[src/rtl/uart_ip.sv]
// uart_ip -- memory-mapped 8N1 UART peripheral for the SoC local bus.
//
// TX: bus writes to DATA push bytes into a FIFO_DEPTH-entry FIFO; a transmit
// FSM pops them and serialises start/8 data (LSB first)/stop onto uart_tx.
// RX (only when UART_RX_EN is defined): 2-flop synchronised receiver with a
// one-byte holding register and overrun / framing-error flags.
//
// Register map (byte offset, only [3:0] decoded):
//   0x0 DATA     W: push wdata[7:0] (wstrb[0]); R: {24'h0, rx_byte}, clears rx_valid
//   0x4 STATUS   [0] tx_full [1] tx_empty [2] tx_busy [3] rx_valid
//                [4] rx_overrun [5] rx_frame_err [6] tx_overflow (W1C on [6:4])
//   0x8 BAUD_DIV [15:0] bit period - 1, byte-strobed by wstrb[1:0]
//
// Ports:
//   clk, reset_n        system clock, asynchronous active-low reset
//   waddr/wdata/wen/wstrb, wready   write channel (zero wait states)
//   raddr/ren, rdata/rvalid         read channel (one-cycle registered)
//   uart_tx             serial out, idle high
//   uart_rx             serial in (ignored unless UART_RX_EN is defined)
module uart_ip #(
  parameter int unsigned FIFO_DEPTH  = 4,
  parameter int unsigned DEFAULT_DIV = 433
) (
  input  logic        clk,
  input  logic        reset_n,
  input  logic [31:0] waddr,
  input  logic [31:0] wdata,
  input  logic        wen,
  input  logic [3:0]  wstrb,
  output logic        wready,
  input  logic [31:0] raddr,
  input  logic        ren,
  output logic [31:0] rdata,
  output logic        rvalid,
  output logic        uart_tx,
  input  logic        uart_rx
);

  localparam int unsigned PW = $clog2(FIFO_DEPTH);

  typedef enum logic [1:0] {S_IDLE, S_START, S_DATA, S_STOP} state_t;

  // Bus decode
  logic unused_bits;
  assign unused_bits = ^{waddr[31:4], raddr[31:4], wdata[31:16], wstrb[3:2]};

  logic wr_data, wr_stat, wr_baud;
  assign wready  = wen;
  assign wr_data = wen && (waddr[3:0] == 4'h0) && wstrb[0];
  assign wr_stat = wen && (waddr[3:0] == 4'h4) && wstrb[0];
  assign wr_baud = wen && (waddr[3:0] == 4'h8);

  // TX FIFO
  logic [7:0]  fifo_mem [FIFO_DEPTH];
  logic [PW-1:0] wr_ptr, rd_ptr;
  logic [PW:0]   count;
  logic full, empty, push, tx_pop;

  assign full  = (count == (PW+1)'(FIFO_DEPTH));
  assign empty = (count == '0);
  assign push  = wr_data && !full;

  always_ff @(posedge clk) begin
    if (push) fifo_mem[wr_ptr] <= wdata[7:0];
  end

  always_ff @(posedge clk or negedge reset_n) begin
    if (!reset_n) begin
      wr_ptr <= '0;
      rd_ptr <= '0;
      count  <= '0;
    end else begin
      if (push)   wr_ptr <= wr_ptr + 1'b1;
      if (tx_pop) rd_ptr <= rd_ptr + 1'b1;
      case ({push, tx_pop})
        2'b10:   count <= count + 1'b1;
        2'b01:   count <= count - 1'b1;
        default: count <= count;
      endcase
    end
  end

  // Control registers
  logic [15:0] baud_div;
  logic        tx_overflow;

  always_ff @(posedge clk or negedge reset_n) begin
    if (!reset_n) begin
      baud_div    <= 16'(DEFAULT_DIV);
      tx_overflow <= 1'b0;
    end else begin
      if (wr_baud && wstrb[0]) baud_div[7:0]  <= wdata[7:0];
      if (wr_baud && wstrb[1]) baud_div[15:8] <= wdata[15:8];
      if (wr_data && full)
        tx_overflow <= 1'b1;
      else if (wr_stat && wdata[6])
        tx_overflow <= 1'b0;
    end
  end

  // TX FSM
  state_t      tx_state, tx_next;
  logic [15:0] tx_cnt, tx_div;
  logic [7:0]  tx_sh;
  logic [2:0]  tx_bit;
  logic        tx_bit_end, tx_line, tx_q, tx_busy;

  assign tx_bit_end = (tx_cnt == tx_div);
  assign tx_busy    = (tx_state != S_IDLE);

  always_comb begin
    tx_next = tx_state;
    tx_pop  = 1'b0;
    tx_line = 1'b1;
    case (tx_state)
      S_IDLE: begin
        if (!empty) begin
          tx_pop  = 1'b1;
          tx_next = S_START;
        end
      end
      S_START: begin
        tx_line = 1'b0;
        if (tx_bit_end) tx_next = S_DATA;
      end
      S_DATA: begin
        tx_line = tx_sh[0];
        if (tx_bit_end && (tx_bit == 3'd7)) tx_next = S_STOP;
      end
      S_STOP: begin
        if (tx_bit_end) tx_next = S_IDLE;
      end
      default: tx_next = S_IDLE;
    endcase
  end

  // uart_tx is registered from the current state, so the line lags the
  // state by one cycle; the async reset forces it high immediately.
  always_ff @(posedge clk or negedge reset_n) begin
    if (!reset_n) begin
      tx_state <= S_IDLE;
      tx_cnt   <= '0;
      tx_div   <= '0;
      tx_sh    <= '0;
      tx_bit   <= '0;
      tx_q     <= 1'b1;
    end else begin
      tx_state <= tx_next;
      tx_q     <= tx_line;
      if (tx_pop) begin
        tx_div <= baud_div;
        tx_sh  <= fifo_mem[rd_ptr];
        tx_cnt <= '0;
        tx_bit <= '0;
      end else if (tx_state != S_IDLE) begin
        if (tx_bit_end) begin
          tx_cnt <= '0;
          if (tx_state == S_DATA) begin
            tx_sh  <= {1'b0, tx_sh[7:1]};
            tx_bit <= tx_bit + 1'b1;
          end
        end else begin
          tx_cnt <= tx_cnt + 1'b1;
        end
      end
    end
  end

  assign uart_tx = tx_q;

  // RX path
  logic [7:0] rx_byte;
  logic       rx_valid, rx_overrun, rx_frame_err;

`ifdef UART_RX_EN
  state_t      rx_state, rx_next;
  logic        rx_s1, rx_s, rx_d, rx_fall;
  logic [15:0] rx_cnt, rx_div;
  logic [7:0]  rx_sh;
  logic [2:0]  rx_bit;
  logic        rx_mid, rx_sample, rx_load, rx_ferr, rd_data_clr;

  assign rx_fall     = rx_d && !rx_s;
  assign rx_mid      = (rx_cnt == (rx_div >> 1));
  assign rx_sample   = (rx_cnt == rx_div);
  assign rd_data_clr = ren && (raddr[3:0] == 4'h0);

  always_ff @(posedge clk or negedge reset_n) begin
    if (!reset_n) begin
      rx_s1 <= 1'b1;
      rx_s  <= 1'b1;
      rx_d  <= 1'b1;
    end else begin
      rx_s1 <= uart_rx;
      rx_s  <= rx_s1;
      rx_d  <= rx_s;
    end
  end

  always_comb begin
    rx_next = rx_state;
    rx_load = 1'b0;
    rx_ferr = 1'b0;
    case (rx_state)
      S_IDLE:  if (rx_fall) rx_next = S_START;
      S_START: if (rx_mid)  rx_next = rx_s ? S_IDLE : S_DATA;
      S_DATA:  if (rx_sample && (rx_bit == 3'd7)) rx_next = S_STOP;
      S_STOP: begin
        if (rx_sample) begin
          rx_next = S_IDLE;
          rx_load = rx_s;
          rx_ferr = !rx_s;
        end
      end
      default: rx_next = S_IDLE;
    endcase
  end

  always_ff @(posedge clk or negedge reset_n) begin
    if (!reset_n) begin
      rx_state     <= S_IDLE;
      rx_cnt       <= '0;
      rx_div       <= '0;
      rx_sh        <= '0;
      rx_bit       <= '0;
      rx_byte      <= '0;
      rx_valid     <= 1'b0;
      rx_overrun   <= 1'b0;
      rx_frame_err <= 1'b0;
    end else begin
      rx_state <= rx_next;
      case (rx_state)
        S_IDLE: begin
          if (rx_fall) begin
            rx_cnt <= '0;
            rx_div <= baud_div;
          end
        end
        S_START: begin
          rx_bit <= '0;
          rx_cnt <= rx_mid ? '0 : rx_cnt + 1'b1;
        end
        S_DATA: begin
          if (rx_sample) begin
            rx_cnt <= '0;
            rx_sh  <= {rx_s, rx_sh[7:1]};
            rx_bit <= rx_bit + 1'b1;
          end else begin
            rx_cnt <= rx_cnt + 1'b1;
          end
        end
        default: rx_cnt <= rx_sample ? '0 : rx_cnt + 1'b1;
      endcase

      // A byte landing in the same cycle as a DATA read wins over the clear.
      if (rx_load) begin
        rx_byte  <= rx_sh;
        rx_valid <= 1'b1;
      end else if (rd_data_clr) begin
        rx_valid <= 1'b0;
      end
      if (rx_load && rx_valid)
        rx_overrun <= 1'b1;
      else if (wr_stat && wdata[4])
        rx_overrun <= 1'b0;
      if (rx_ferr)
        rx_frame_err <= 1'b1;
      else if (wr_stat && wdata[5])
        rx_frame_err <= 1'b0;
    end
  end
`else
  logic unused_rx;
  assign unused_rx    = ^{uart_rx, wdata[5:4]};
  assign rx_byte      = '0;
  assign rx_valid     = 1'b0;
  assign rx_overrun   = 1'b0;
  assign rx_frame_err = 1'b0;
`endif

  // Read port
  logic [31:0] status, rd_mux;
  assign status = {25'h0, tx_overflow, rx_frame_err, rx_overrun, rx_valid,
                   tx_busy, empty, full};

  always_comb begin
    rd_mux = '0;
    case (raddr[3:0])
      4'h0:    rd_mux = {24'h0, rx_byte};
      4'h4:    rd_mux = status;
      4'h8:    rd_mux = {16'h0, baud_div};
      default: rd_mux = '0;
    endcase
  end

  always_ff @(posedge clk or negedge reset_n) begin
    if (!reset_n) begin
      rdata  <= '0;
      rvalid <= 1'b0;
    end else begin
      rvalid <= ren;
      if (ren) rdata <= rd_mux;
    end
  end

endmodule

[config.mk]
export PLATFORM = sky130hd
export DESIGN_NAME = uart_ip
export DESIGN_NICKNAME = d
export VERILOG_FILES = /design/src/rtl/uart_ip.sv
export SDC_FILE = /design/constraint.sdc
export NUM_CORES = 1
export LEC_CHECK = 0
export BUFFER_PORTS_ARGS = -buffer_cell sky130_fd_sc_hd__buf_2
export CAP_MARGIN = 40
export CORE_AREA = 2 2 113 115
export CTS_BUF_LIST = sky130_fd_sc_hd__clkbuf_16
export DETAILED_ROUTE_END_ITERATION = 8
export DIE_AREA = 0 0 115 117
export PLACE_DENSITY = 0.67
export SLEW_MARGIN = 25
export SYNTH_ARGS = -nofsm -noshare
export SYNTH_HDL_FRONTEND = slang
export SYNTH_SLANG_ARGS = --single-unit
[constraint.sdc]
create_clock -name clk -period 2.95 [get_ports clk]
set_input_delay 0.4425 -clock clk [delete_from_list [all_inputs] [get_ports clk]]
set_output_delay 0.4425 -clock clk [all_outputs]
set_load 0.05 [all_outputs]
==> impl_metrics.tcl, run 1 <==
set metrics [dict create \
    status "complete, no violations" \
    n_fill_cell 1030 \
    grt_pass1_vias 3434 \
    hold_viol 0 \
    antenna_found_initial 0 \
    critPathCaptureType "flop" \
    fmax_mhz 422 \
    clkPwrFrac 0.348 \
    gp_congestion 0.805 \
    clockRootBuffer "clkbuf_16" \
    yosysSeqAreaShare 0.578 \
    vdd_ir_drop_max_v 0.000508 \
    r2r_cells 6 \
    cts_hold_buf 0 \
    seq_area_mm2 0.00315 \
    rsz0062_at_grt "false" \
    wl_per_cell_um 15.5 \
    worstSetupPathType "flop to flop" \
    drv_slew 0 \
    synth_ff_type "dfrtp_1" \
    fp.dieW_um 115 \
    drive_gt1_frac 0.248 \
    grt_pass1_wl_um 17300 \
    layout.nets 630 \
    die_area_mm2 0.0135 \
    place_inst 642 \
    numCtsBuffers 17 \
    die_h_um 117 \
    ys_ff_latch 119 \
    drcViolationCount 0 \
    drt_iter0_markers 213 \
    synth-edff-count 32 \
    cts_sinks 119 \
    dp_hpwl_um 6970 \
    r2r_start "tx_state[1]" \
    cts.repair.resized 0 \
    routed_wl_um 10500 \
    multiInputGateArea_mm2 0.00203 \
    cp_data_arrival_time_ns 2.66 \
    htreeDepth 4 \
    combPwrFrac 0.269 \
    period_share 0.804 \
    cts_tree "yes" \
    cp_max_fo 10 \
    r2r_end "tx_state[1]" \
    synthArstFlopShare 0.731 \
    avgSynthCellArea_um2 11.9 \
    regToRegSetupSlack_ns 0.58 \
    track_usage 0.170 \
    path_clk_slew_ns 0.06 \
    max_slew.worst_pin.slew_ns 0.719 \
    finalSetupTns_ns 0 \
    num_vias 3513 \
    clockBufferDepth 2 \
    holdWs_ns 0.0283 \
    sw_frac_of_total 0.331 \
    grt_overflow_total 0 \
    drtPass1Iterations 4 \
    required_ns 3.24 \
    setup_slack_ns 0.579 \
    yosysWarnings 0 \
    slew_headroom 0.514 \
    finalSetupViolCount 0 \
    start_kind "flop" \
    initial_utilization 0.442 \
    via_per_inst 5.21 \
    post-route-util 0.520 \
    cap_violations 0 \
    io_pins 140 \
    n_antenna_cell 0 \
    yosysUniqueCellTypes 48 \
    clock_skew_ns 0.00437 \
    synthCells 456 \
    switchingPower_mw 1.99 \
    drtAntennaViolNets 0 \
    cts_setup_buffers 0 \
    clock_latency_ns 0.41 \
    port-buffer-count 48 \
    p_leak_nw 2.90 \
    synth_area_mm2 0.00544 \
    seqPwrFrac 0.383 \
    hold_path.class "input port to asynchronous set/reset pin" \
    finalNonFillerCells 674 \
    grt_max_degree 44 \
    coreArea_mm2 0.0123 \
    pre_cts_ws_ns 0.597 \
    power_density_mw_per_mm2 941 \
    final.min_clock_period_ns 2.37 \
    intPower_mw 4.03 \
    area_growth_pct 17.6 \
    core.rowCount 41 \
]
## cell usage after synthesis (2+ instances only)
cell type	count	area (um^2)
a21oi_1	5	25.0
a21oi_2	2	17.5
a22oi_1	4	30.0
a2bb2oi_1	7	61.3
and2_1	4	25.0
and3_1	3	18.8
and4_1	2	17.5
buf_2	8	40.0
buf_4	20	150
clkbuf_1	5	18.8
dfrtp_1	81	2030
dfstp_2	6	158
edfxtp_1	32	961
ha_1	13	163
inv_1	23	86.3
mux2_2	16	180
mux4_2	8	180
nand2_1	66	248
nand2b_1	2	12.5
nand3_1	21	105
nand4_1	9	56.3
nor2_1	24	90.1
nor3_1	3	15.0
nor3b_1	3	22.5
nor4_2	4	50.1
nor4b_1	3	26.3
o211ai_1	4	30.0
o21ai_0	18	90.1
o22ai_1	7	43.8
xnor2_1	9	78.8
xor2_1	27	236
## per-stage QoR
step	power [mW]	cell area (um^2)
2_1_floorplan	3.57	5500
3_3_place_gp	3.87	5780
3_5_place_dp	3.95	5780
4_1_cts	6.08	6400
5_1_grt	6.38	6400
6_report	6.02	6400
## layer usage
| metal | routed length [um] | vias up | track usage |
|---|---|---|---|
| li1 | - | 1664 | - |
| met1 | 4690 | 1739 | 0.221 |
| met2 | 5100 | 94 | 0.269 |
| met3 | 460 | 16 | 0.0505 |
| met4 | 200 | 0 | 0.0667 |
| met5 | 0 | - | 0 |
## power groups by stage
stage          clock, mW  sequential (mW)  combinational (mW)
4_1_cts             2.13             2.31                1.64
3_3_place_gp           0             2.31                1.56
3_5_place_dp           0             2.32                1.63
5_1_grt             2.21             2.35                1.82
2_1_floorplan          0             2.25                1.33
6_report            2.10             2.30                1.62
## sequential cells by signal, indices dropped and copies added (netlist names)
register / flops
tx_state: 2
tx_cnt: 16
wr_ptr: 2
count: 3
tx_bit: 3
baud_div: 16
uart_tx: 1
rdata: 16
tx_sh: 8
tx_overflow: 1
fifo_mem: 32
tx_div: 16
rvalid: 1
rd_ptr: 2
## worst max-delay path, stage by stage (launching register included)
cell and delay [ns]:
dfrtp_1 0.41, inv_1 0.13, ha_1 0.34, or4b_1 0.66
and3_1 0.26, o221ai_2 0.15, mux2_4 0.31
## layout by cell type, fill, tap and decap left out, types with 18 or more instances in the layout
cell | netlist | final
clkbuf_16 | 0 | 19
nor2_1 | 24 | 24
o21ai_0 | 18 | 18
dfrtp_1 | 81 | 81
inv_1 | 23 | 24
edfxtp_1 | 32 | 32
buf_2 | 8 | 47
xor2_1 | 27 | 27
nand3_1 | 21 | 21
nand2_1 | 66 | 66
## area by class of cell
type / instances / area share
inverters: 24 / 0.0141
clock inverters: 13 / 0.0223
multi-input cells: 292 / 0.318
well taps: 150 / 0.0293
flip-flops and latches: 119 / 0.492
repair buffers: 57 / 0.0504
clock buffers: 19 / 0.0743
## how the worst max path moves through the flow
| stage | start | end |
|---|---|---|
| 2_1_floorplan | tx_state[0] | count[2] |
| 3_3_place_gp | tx_state[0] | tx_state[1] |
| 3_5_place_dp | tx_state[0] | tx_state[1] |
| 4_1_cts | tx_state[1] | tx_state[1] |
| 5_1_grt | tx_state[1] | tx_state[1] |
| 6_report | tx_state[1] | tx_state[1] |
## cells by family after synthesis
logic type	after synthesis	synth area share
fa+ha+maj	14	0.0336
buf+inv	60	0.0586
mux	25	0.0690
compound gates	52	0.0639
xor+xnor	36	0.0579
flops	119	0.578
simple gates	149	0.138
other cells	1	0.000689
(Power assumes the default switching activity.)
==> run 2: changes to the inputs <==
PLACE_DENSITY = 0.7   (was 0.67)
clock period = 2.1 ns   (was 2.95 ns; I/O delays follow)
==> impl_metrics.tcl, run 2 (synthesis results as in run 1) <==
set metrics [dict create \
    drtPass1Iterations 5 \
    path_buf_inv 1 \
    antenna_found_initial 0 \
    period_share 0.963 \
    vdd_ir_drop_max_v 0.000865 \
    setup_slack_ns 0.0769 \
    place_inst 654 \
    grt-busiest-layer "met2" \
    die_area_mm2 0.0135 \
    fp.dieW_um 115 \
    drive_gt1_frac 0.287 \
    worstSetupPathType "flop to flop" \
    fmax_mhz 494 \
    required_ns 2.39 \
    finalSetupViolCount 0 \
    pre_cts_ws_ns 0.0755 \
    p_leak_nw 2.95 \
    grt.met1_usage 0.222 \
    drcViolationCount 0 \
    multiInputGateArea_mm2 0.00209 \
    cts_sinks 119 \
    final_cell_mix "dfrtp_1, nand2_1, buf_2, edfxtp_1, xor2_1" \
    largest-register "fifo_mem" \
    n_antenna_cell 0 \
    track_usage 0.173 \
    clockBufferDepth 2 \
    grt_pass1_wl_um 17600 \
    initial_utilization 0.442 \
    path_clk_slew_ns 0.06 \
    routed_wl_um 10700 \
    drtAntennaViolNets 0 \
    grtUsageMet3 0.0448 \
    wl_per_cell_um 15.5 \
    cap_violations 0 \
    finalNonFillerCells 690 \
    cp_max_fo 4 \
    drt_iter0_markers 158 \
    power_density_mw_per_mm2 1310 \
    htreeDepth 4 \
    numCtsBuffers 17 \
    clock_skew_ns 0.0109 \
    coreArea_mm2 0.0123 \
    hold_viol 0 \
    dp_hpwl_um 7250 \
    grt_pass1_vias 3550 \
    area_growth_pct 20.4 \
    grt_overflow_total 0 \
    n_fill_cell 1003 \
    path_cells "inv_2 > ha_4 > or4b_1 > and3_1 > o221ai_2 > mux2_4" \
    hold_path.class "input port to flop" \
    max_stage_delay_ns 0.54 \
    via_per_inst 5.18 \
    status "complete, no violations" \
    cts_tree "yes" \
    port-buffer-count 48 \
    largest_reg_flops 32 \
    cp_slowest_cell "or4b_1" \
    cp_data_arrival_time_ns 2.31 \
    rsz0062_at_grt "true" \
    drv_slew 0 \
    met2_usage 0.276 \
    final.min_clock_period_ns 2.02 \
    core.rowCount 41 \
    critPathCaptureType "flop" \
    die_h_um 117 \
    num_vias 3573 \
    clockRootBuffer "clkbuf_16" \
    final_common_cell "dfrtp_1" \
    grt_max_degree 54 \
    start_kind "flop" \
    cpLargestDelayFamily "simple AND/OR/NAND/NOR gates" \
    seq_area_mm2 0.00315 \
    io_pins 140 \
    clock_latency_ns 0.41 \
    gp_congestion 0.777 \
    layout.nets 646 \
]
[run 2: cell count changes in the layout (fill, tap and decap cells not counted), moves of 2 or more]
cell	before	now
buf_4	9	23
clkbuf_16	19	17
inv_1	24	21
inv_2	1	4
clkinvlp_4	1	4
ha_4	0	2
clkinv_4	5	3
ha_1	13	11
[run 2: per-stage QoR]
step	cell area (um^2)	hold slack [ns]	TNS (ns)	util	power, mW
finish	6550	0.140	0	0.532	8.57
global route	6550	0.129	-0.00996	0.532	9.06
CTS	6510	0.111	0	0.528	8.55
detailed placement	5920	0.297	0	0.480	5.73
global placement	5920	0.289	0	0.480	5.61
floorplan	5550	0.0194	-0.0578	-	5.13
[run 2: report_power, final]
group	switching (mW)	leakage (nW)	internal (mW)	total, mW
Clock	1.05	0.275	1.75	2.79
Combinational	1.45	1.28	1.13	2.58
Sequential	0.383	1.39	2.82	3.20
[run 2: final timing paths]
| kind | start | end | slack (ns) | cells past startpoint |
|---|---|---|---|---|
| min in group asynchronous | reset_n | rdata[13] | 0.40 | 2 |
| worst max register to register | tx_state[0] | tx_state[1] | 0.08 | 6 |
| worst max-delay path | tx_state[0] | tx_state[1] | 0.08 | 6 |
| max in group asynchronous | reset_n | uart_tx | 1.00 | 3 |
| worst min register to register | baud_div[0] | tx_div[0] | 0.49 | 2 |
| worst min-delay path | wdata[7] | fifo_mem[1][7] | 0.14 | 1 |
[run 2: what timing repair did]
item | in CTS | in global routing
setup endpoints to repair | 0 | 4
buffers inserted | 0 | 3
resized for setup | 0 | 6
hold buffers | 1 | 0
hold endpoints to repair | 33 | 0
[run 2: cell type report]
class / count / area share
clock buffer: 17 / 0.0649
clock inverter: 15 / 0.0237
inverter: 24 / 0.0137
multi-input combinational: 292 / 0.319
sequential: 119 / 0.480
tap: 150 / 0.0286
timing repair buffer: 73 / 0.0699
[run 2: per-layer routing]
layer	part of all wire	up-vias
met2	0.50	97
met5	0	-
met1	0.45	1760
met4	0.016	0
met3	0.036	17
li1	-	1699
